[src/rtl/voting_booth_arbiter.sv]
// Round-robin scheduler for a single voting booth: picks a requester, screens its age,
// then holds the booth for VOTE_CYCLES cycles or pulses a reject.
module voting_booth_arbiter #(
  parameter int NREQ        = 4,
  parameter int AGE_W       = 8,
  parameter int MIN_AGE     = 18,
  parameter int CAND_AGE    = 31,
  parameter int VOTE_CYCLES = 3
) (
  input  logic                  clk,
  input  logic                  rst_n,
  input  logic [NREQ-1:0]       req,
  input  logic [NREQ*AGE_W-1:0] age_flat,
  output logic [NREQ-1:0]       grant,
  output logic [NREQ-1:0]       reject,
  output logic                  candidate,
  output logic                  done,
  output logic                  aborted,
  output logic                  busy,
  output logic [15:0]           votes_total
);

  localparam int IDX_W = $clog2(NREQ);
  localparam int CNT_W = (VOTE_CYCLES > 1) ? $clog2(VOTE_CYCLES) : 1;
  localparam logic [AGE_W-1:0] MIN_A  = AGE_W'(MIN_AGE);
  localparam logic [AGE_W-1:0] CAND_A = AGE_W'(CAND_AGE);

  typedef enum logic [1:0] {IDLE, CHECK, VOTE} state_e;

  state_e            state_q, state_d;
  logic [IDX_W-1:0]  sel_q, sel_d, last_q, last_d;
  logic [AGE_W-1:0]  age_q, age_d;
  logic [CNT_W-1:0]  cnt_q, cnt_d;
  logic [NREQ-1:0]   grant_q, grant_d, reject_q, reject_d;
  logic              cand_q, cand_d, done_q, done_d, abort_q, abort_d;
  logic [15:0]       votes_q, votes_d;

  logic [IDX_W-1:0]  pick, cand_idx;
  logic              found;
  logic [AGE_W-1:0]  age_pick;
  logic [NREQ-1:0]   sel_oh;

  // Search starts one past the last served requester and wraps.
  always_comb begin
    pick     = sel_q;
    cand_idx = '0;
    found    = 1'b0;
    for (int i = 0; i < NREQ; i++) begin
      cand_idx = IDX_W'((int'(last_q) + 1 + i) % NREQ);
      if (!found && req[cand_idx]) begin
        found = 1'b1;
        pick  = cand_idx;
      end
    end
  end

  always_comb begin
    age_pick = '0;
    for (int i = 0; i < NREQ; i++)
      if (pick == IDX_W'(i)) age_pick = age_flat[i*AGE_W +: AGE_W];
  end

  always_comb begin
    sel_oh        = '0;
    sel_oh[sel_q] = 1'b1;
  end

  always_ff @(posedge clk or negedge rst_n) begin
    if (!rst_n) begin
      state_q  <= IDLE;
      sel_q    <= '0;
      last_q   <= IDX_W'(NREQ - 1);
      age_q    <= '0;
      cnt_q    <= '0;
      grant_q  <= '0;
      reject_q <= '0;
      cand_q   <= 1'b0;
      done_q   <= 1'b0;
      abort_q  <= 1'b0;
      votes_q  <= '0;
    end else begin
      state_q  <= state_d;
      sel_q    <= sel_d;
      last_q   <= last_d;
      age_q    <= age_d;
      cnt_q    <= cnt_d;
      grant_q  <= grant_d;
      reject_q <= reject_d;
      cand_q   <= cand_d;
      done_q   <= done_d;
      abort_q  <= abort_d;
      votes_q  <= votes_d;
    end
  end

  always_comb begin
    state_d = state_q;
    case (state_q)
      IDLE:    if (|req) state_d = CHECK;
      CHECK:   state_d = (age_q < MIN_A) ? IDLE : VOTE;
      VOTE:    if (!req[sel_q] || cnt_q == '0) state_d = IDLE;
      default: state_d = IDLE;
    endcase
  end

  always_comb begin
    sel_d    = sel_q;
    last_d   = last_q;
    age_d    = age_q;
    cnt_d    = cnt_q;
    grant_d  = grant_q;
    cand_d   = cand_q;
    reject_d = '0;
    done_d   = 1'b0;
    abort_d  = 1'b0;
    votes_d  = votes_q;
    case (state_q)
      IDLE: if (|req) begin
        sel_d = pick;
        age_d = age_pick;
      end
      CHECK: begin
        if (age_q < MIN_A) begin
          reject_d = sel_oh;
          last_d   = sel_q;
        end else begin
          grant_d = sel_oh;
          cand_d  = (age_q >= CAND_A);
          cnt_d   = CNT_W'(VOTE_CYCLES - 1);
        end
      end
      VOTE: begin
        // Owner dropping its request ends the vote early and is not counted.
        if (!req[sel_q]) begin
          grant_d = '0;
          cand_d  = 1'b0;
          done_d  = 1'b1;
          abort_d = 1'b1;
          last_d  = sel_q;
        end else if (cnt_q == '0) begin
          grant_d = '0;
          cand_d  = 1'b0;
          done_d  = 1'b1;
          last_d  = sel_q;
          if (votes_q != 16'hFFFF) votes_d = votes_q + 16'd1;
        end else begin
          cnt_d = cnt_q - CNT_W'(1);
        end
      end
      default: ;
    endcase
  end

  assign grant       = grant_q;
  assign reject      = reject_q;
  assign candidate   = cand_q;
  assign done        = done_q;
  assign aborted     = abort_q;
  assign busy        = (state_q != IDLE);
  assign votes_total = votes_q;

endmodule

[config.mk]
export PLATFORM = sky130hd
export DESIGN_NAME = voting_booth_arbiter
export DESIGN_NICKNAME = d
export VERILOG_FILES = /design/src/rtl/voting_booth_arbiter.sv
export SDC_FILE = /design/constraint.sdc
export NUM_CORES = 1
export LEC_CHECK = 0
export ABC_AREA = 1
export ABC_CLOCK_PERIOD_IN_PS = 4200
export CORE_ASPECT_RATIO = 1.2
export CORE_MARGIN = 8
export CORE_UTILIZATION = 45
export CTS_CLUSTER_SIZE = 24
export DETAILED_ROUTE_END_ITERATION = 8
export PLACE_DENSITY_LB_ADDON = 0.08
export SYNTH_ARGS = -nofsm -noshare
export SYNTH_HDL_FRONTEND = slang
export SYNTH_SLANG_ARGS = --single-unit
[constraint.sdc]
create_clock -name clk -period 4.2 [get_ports clk]
set_clock_uncertainty 0.05 [all_clocks]
set_input_delay 1.05 -clock clk [delete_from_list [all_inputs] [get_ports clk]]
set_output_delay 1.05 -clock clk [all_outputs]
set_load 0.01 [all_outputs]
==> reports/qor.yml, run 1 <==
outcome:
  outcome: "completed"
cts:
  clk_pin_slew_ps: 80
  clock-root-buffer: "clkbuf_8"
  cts_hold_buffers: 0
  numCtsBuffers: 5
  worstSkewPairLatency_ps: 300
  cts_tree: "built"
  cts.htree.levels: 2
  cts_buffer_depth: 2
  post_cts_buffers: 0
  cts_resized: 0
  cts_sinks: 43
synth:
  ys_seq_elements: 43
  synthesis.area_um2: 2679
  netlist_instances: 362
  synth.largest_area_cell: "dfrtp_1"
  yosysMostFrequentCell: "nand2_1"
  synthesis.nets: 402
  yosys-top-cells-count: "nand2_1 (109), dfrtp_1 (41), inv_1 (40), nand3_1 (34), nor2_1 (24)"
  yosysWarnings: 0
  synth_ff_type: "dfrtp_1"
  synth_edf_count: 0
  synth_top_area_share_pct: 38.30
  synth.avg_cell_area_um2: 7.400
  yosysSeqAreaShare_pct: 40.26
  synth.area.top_cells: "dfrtp_1 (38%), nand2_1 (15%), nand3_1 (6.4%), inv_1 (5.6%), xor2_1 (4.3%)"
  async_flop_share_pct: 100.0
  synth.distinct_cells: 35
floorplanning:
  fp.dieW_um: 86.43
  initial_core_util_pct: 45.44
  coreArea_um2: 5896
  io_pins: 66
  die_y_um: 100.5
  rows: 31
  design.die.area_um2: 8688
timing:
  slew_viol_final: 0
  tightest_slew_ps: 905.7
  setup_viol: 0
  fin_setup_tns_ps: 0
  finalHoldViolations: 0
  min_period_ps: 3068
  max_freq_mhz: 326.0
  rsz0062_at_grt: "false"
  finalCritPeriodShare_pct: 73.04
  whs_ps: 444.9
  slew_headroom_pct: 39.62
finish:
  drive_above_1_share_pct: 8.920
  area_delta_synth_final_pct: 29.89
  instances_no_fill: 508
  n_antenna_cell: 0
  fin_nets: 465
pwr:
  p_leak_nw: 1.681
  peakVddDrop_mv: 0.6337
  p_per_area_nw_per_um2: 707.4
routing:
  num_vias: 2484
  drt.antenna.violating_nets: 0
  drc: 0
  first_pass_iters: 5
  wl_per_cell_um: 12.23
  wl_mm: 6.213
  drtIter0Drc: 82
  vias_per_cell: 4.890
worst_setup_path:
  cp_common_cell: "nand4_1"
  cp-start-kind: "input pin"
  path_cells: "clkdlybuf4s50_1 > inv_1 > o22ai_1 > a21oi_1 > o21ai_1 > nand4_1 > nor2_1 > nand4_1 > xor2_1"
  slowest_delay_ps: 520
  cp.required_ps: 4330
  r2r-start: "last_q[0]$_DFFE_PN1P_"
  setup.worst_path.end_class: "register"
  cpMaxStageDelayCell: "clkdlybuf4s50_1"
  arrival_ps: 3200
  rrSetupSlack_ps: 1650
  path_max_fanout: 12
  setup.worst_path.start: "req[1]"
  worstSetupPathType: "in -> reg"
worst_hold_path:
  hp-start: "age_q[5]$_DFFE_PN0P_"
  hold_class: "reg -> reg"
global_routing:
  grt_pass1_vias: 2421
  gr-total-overflow: 0
  track_usage_pct: 15.16
  grt_pass1_wl_mm: 10.83
  antenna_found_initial: 0
  grt_max_degree: 44
placement:
  hpwl_mm: 4.992
  routabilityCongestion: 0.8491
  dp_cells: 500
  numPortBuffers: 65
run:
  cap_violations: 0
final timing paths:
kind | depth (start not counted) | end
min | 2 | age_q[5]$_DFFE_PN0P_
min reg2reg | 2 | age_q[5]$_DFFE_PN0P_
min in group asynchronous | 1 | votes_total[3]$_DFFE_PN0P_
max | 9 | votes_total[10]$_DFFE_PN0P_
max in group asynchronous | 1 | votes_total[13]$_DFFE_PN0P_
max reg2reg | 15 | age_q[5]$_DFFE_PN0P_
area by class of cell:
class	count	area (um2)
Clock buffer	6	82.58
Clock inverter	2	35.03
Multi-Input combinational cell	265	1365
Fill cell	579	2416
Sequential cell	43	1079
Timing Repair Buffer	65	645.6
Inverter	45	170.2
Tap cell	82	102.6
layout by cell type, fill, tap and decap left out, types with 5 or more instances in the layout:
cell type	n
nor3_1	5
o21ai_1	10
inv_1	40
nand3_1	34
nor4_1	5
nand2_2	8
o21ai_0	11
clkdlybuf4s50_1	64
nand4_1	18
clkbuf_8	6
dfrtp_1	41
nor2_1	24
xor2_1	13
nand2_1	109
layer usage:
| metal | GRT usage [%] | share of wire [%] |
|---|---|---|
| met4 | 5.578 | 1.6 |
| met3 | 3.344 | 4.9 |
| met1 | 17.50 | 43 |
| met2 | 26.56 | 50 |
| met5 | 0 | 0 |
logic make-up (layout without fill, tap and decap cells):
logic type / count (synthesis) / count (layout) / share of synthesized area (%)
and+or+nand+nor: 220 / 220 / 39.14
AOI/OAI and AO/OA: 28 / 28 / 5.979
xor gates and xnor gates: 15 / 15 / 4.904
buffers and inverters: 54 / 118 / 8.780
DFF: 43 / 43 / 40.26
adders and majority gates: 2 / 2 / 0.9340
report_power, final:
group / leakage [nW] / internal, mW / switching [mW]
Clock: 0.0612 / 0.192 / 0.138
Combinational: 1.10 / 0.532 / 0.926
Sequential: 0.524 / 0.551 / 0.121
Total: 1.68 / 1.28 / 1.19
per-stage QoR:
| step | instance area (um2) | worst slack (ps) | power [mW] | utilization [%] |
|---|---|---|---|---|
| after floorplan | 2679 | 1841 | 1.833 | - |
| after global placement | 3362 | 879.3 | 2.132 | 57.02 |
| after detailed placement | 3362 | 821.4 | 2.155 | 57.02 |
| after CTS | 3480 | 1117 | 2.494 | 59.02 |
| after global routing | 3480 | 894.4 | 2.721 | 59.02 |
| final | 3480 | 1132 | 2.461 | 59.02 |
state kept, by name (all words and copies together) (netlist names), 2 cells and up:
signal,count
reject,4
sel_q,2
state_q,2
votes_total,16
last_q,2
age_q,8
grant,4
cnt_q,2
critical path: cells and delay by family:
family / cells / cell delay [ps]
AO/OA/AOI/OAI: 3 / 360
buffers and inverters: 2 / 590
AND/OR/NAND/NOR: 3 / 1030
XOR/XNOR: 1 / 170
Note: power is estimated with default switching activity, not from simulation.
==> run 2: changes to the inputs <==
Settings changed: ABC_CLOCK_PERIOD_IN_PS 4200 to 2550.
Clock period 4.2 ns to 2.55 ns, I/O delays scaled along.
==> run 2 against run 1 <==
Sequential power is 64% higher. Combinational power rose by 79%. Register-to-register slack got worse by 1400 ps. Non-clock buffer count is 16 higher. Total power rose by 70%. Critical endpoint is now age_q[2]$_DFFE_PN0P_. Largest cell class unchanged.
==> reports/qor.yml, run 2 (synthesis results as in run 1) <==
cts:
  cts_hold_buffers: 0  # unchanged
  cts_buffer_depth: 2  # unchanged
  cts.htree.levels: 2  # unchanged
  cts_sinks: 43  # unchanged
  cts_tree: "built"
  clk_pin_slew_ps: 80  # about the same
  clock-root-buffer: "clkbuf_8"
  worstSkewPairLatency_ps: 290  # about the same
  numCtsBuffers: 5  # unchanged
pwr:
  total_power_mw: 4.177  # +70%
  peakVddDrop_mv: 1.076  # +70%
  p_per_area_nw_per_um2: 1165  # +65%
  p_leak_nw: 1.750  # +4.1%
timing:
  tightest_slew_ps: 492.4  # -413.2 ps
  setup_viol: 0  # unchanged
  rsz0062_at_grt: "false"
  slew_viol_final: 0  # unchanged
  finalCritPeriodShare_pct: 91.84
  max_freq_mhz: 427.0
  finalHoldViolations: 0  # unchanged
  slew_headroom_pct: 67.17  # +28 points
  min_period_ps: 2342
  setup_ws_ps: 208.2  # -924.0 ps
finish:
  drive_above_1_share_pct: 12.22  # +3.3 points
  final_common_cell: "nand2_1"
  area_delta_synth_final_pct: 33.82
  instances_no_fill: 524  # +3.1%
  final_cell_mix: "nand2_1 (109), clkdlybuf4s50_1 (64), dfrtp_1 (41)"
  largest_register_ff_count: 16  # unchanged
  n_antenna_cell: 0  # unchanged
  fin_nets: 481  # +3.4%
  postLayoutCoreUtil_pct: 60.80  # +1.8 points
worst_setup_path:
  rrSetupSlack_ps: 240  # -1410 ps
  path_cells: "clkdlybuf4s50_1 > nand2_1 > nand3_1 > nand2_1 > nand3_2 > nor2_4 > nand2_1 > nand2_4 > nand2_4 > or2_0 > nand3_1 > nand2_1"
  slowest_delay_ps: 460  # -60 ps
  r2r-start: "last_q[0]$_DFFE_PN1P_"
  rr_worst_depth: 12  # -3
  cpMaxStageDelayCell: "clkdlybuf4s50_1"
  cp.required_ps: 2680  # -1650 ps
  path_max_fanout: 10  # -2
  arrival_ps: 2470  # -730 ps
  r2r-end: "age_q[2]$_DFFE_PN0P_"
  cp_common_cell: "nand2_1"
  cp-start-kind: "input pin"
  worstSetupPathType: "in -> reg"
  setup.worst_path.end_class: "register"
placement:
  dp_cells: 516  # +3.2%
  numPortBuffers: 65  # unchanged
  dp_slack_ps: -138.4  # -959.8 ps
  routabilityCongestion: 0.8721  # +2.7%
  hpwl_mm: 5.223  # +4.6%
floorplanning:
  coreArea_um2: 5896  # unchanged
  fp.dieW_um: 86.43  # unchanged
  io_pins: 66  # unchanged
  initial_core_util_pct: 45.44  # unchanged
  design.die.area_um2: 8688  # unchanged
  rows: 31  # unchanged
  die_y_um: 100.5  # unchanged
worst_hold_path:
  hold_class: "in -> async"
routing:
  drc: 0  # unchanged
  wl_per_cell_um: 12.16  # -0.57%
  first_pass_iters: 4  # -1
  drt.antenna.violating_nets: 0  # unchanged
  vias_per_cell: 4.866  # -0.48%
  drtIter0Drc: 99  # +21%
  num_vias: 2550  # +2.7%
  wl_mm: 6.372  # +2.6%
outcome:
  outcome: "completed"
global_routing:
  grt_pass1_vias: 2574  # +6.3%
  grt_pass1_wl_mm: 11.29  # +4.3%
  track_usage_pct: 15.77  # +0.61 points
  antenna_found_initial: 0  # unchanged
  grt_max_degree: 24  # -45%
  gr-total-overflow: 0  # unchanged
run:
  cap_violations: 0  # unchanged
## run 2: cell count changes in the layout (fill, tap and decap cells not counted), sizes merged
cell    change
buf        +16
bufinv      -1
clkbuf      +2
clkinv      -1
## run 2: repair_timing
| item | 4_1_cts | 5_1_grt |
|---|---|---|
| buffers inserted | 0 | 0 |
| gates resized for setup | 0 | 1 |
| setup endpoints to repair | 0 | 9 |
| hold endpoints to repair | 0 | 0 |
## run 2: cell type report
cell class              instances  area, um2
well taps                      82      102.6
multi-input cells             265       1368
fillers                       578       2311
clock buffers                   8      100.1
repair buffers                 81      765.7
flip-flops and latches         43       1079
inverters                      45      170.2
## run 2: routing by layer
| metal | GRT usage, % | share of wire [%] |
|---|---|---|
| met1 | 18.32 | 44 |
| met2 | 27.74 | 51 |
| met3 | 2.936 | 4.1 |
| met4 | 6.109 | 1.2 |
| met5 | 0 | 0 |
## run 2: worst max-delay path, delay by kind of cell
kind	cells	cell delay, ps
buffers and inverters	1	460
and+or+nand+nor	11	1360
## run 2: worst max-delay path by stage
| stage | start | to | slack, ps | cells after the start |
|---|---|---|---|---|
| 6_report | req[1] | age_q[2]$_DFFE_PN0P_ | 210 | 12 |
| 5_1_grt | req[0] | age_q[2]$_DFFE_PN0P_ | 10 | 16 |
| 4_1_cts | req[2] | age_q[1]$_DFFE_PN0P_ | 170 | 7 |
| 3_5_place_dp | req[2] | age_q[1]$_DFFE_PN0P_ | -140 | 7 |
| 3_3_place_gp | req[3] | age_q[2]$_DFFE_PN0P_ | -110 | 14 |
| 2_1_floorplan | last_q[0]$_DFFE_PN1P_ | age_q[2]$_DFFE_PN0P_ | 580 | 15 |
## run 2: metrics by stage
step           hold WS, ps  TNS, ps  area [um2]
2_1_floorplan        291.9        0        2679
3_3_place_gp         424.1   -633.0        3482
3_5_place_dp         425.6    -1051        3482
4_1_cts              264.0        0        3582
5_1_grt              279.7        0        3585
6_report             254.5        0        3585
## run 2: report_power, final
group / leakage [nW] / switching [mW] / internal (mW)
clock: 0.0515 / 0.216 / 0.247
combinational: 1.17 / 1.57 / 1.05
sequential: 0.524 / 0.188 / 0.908
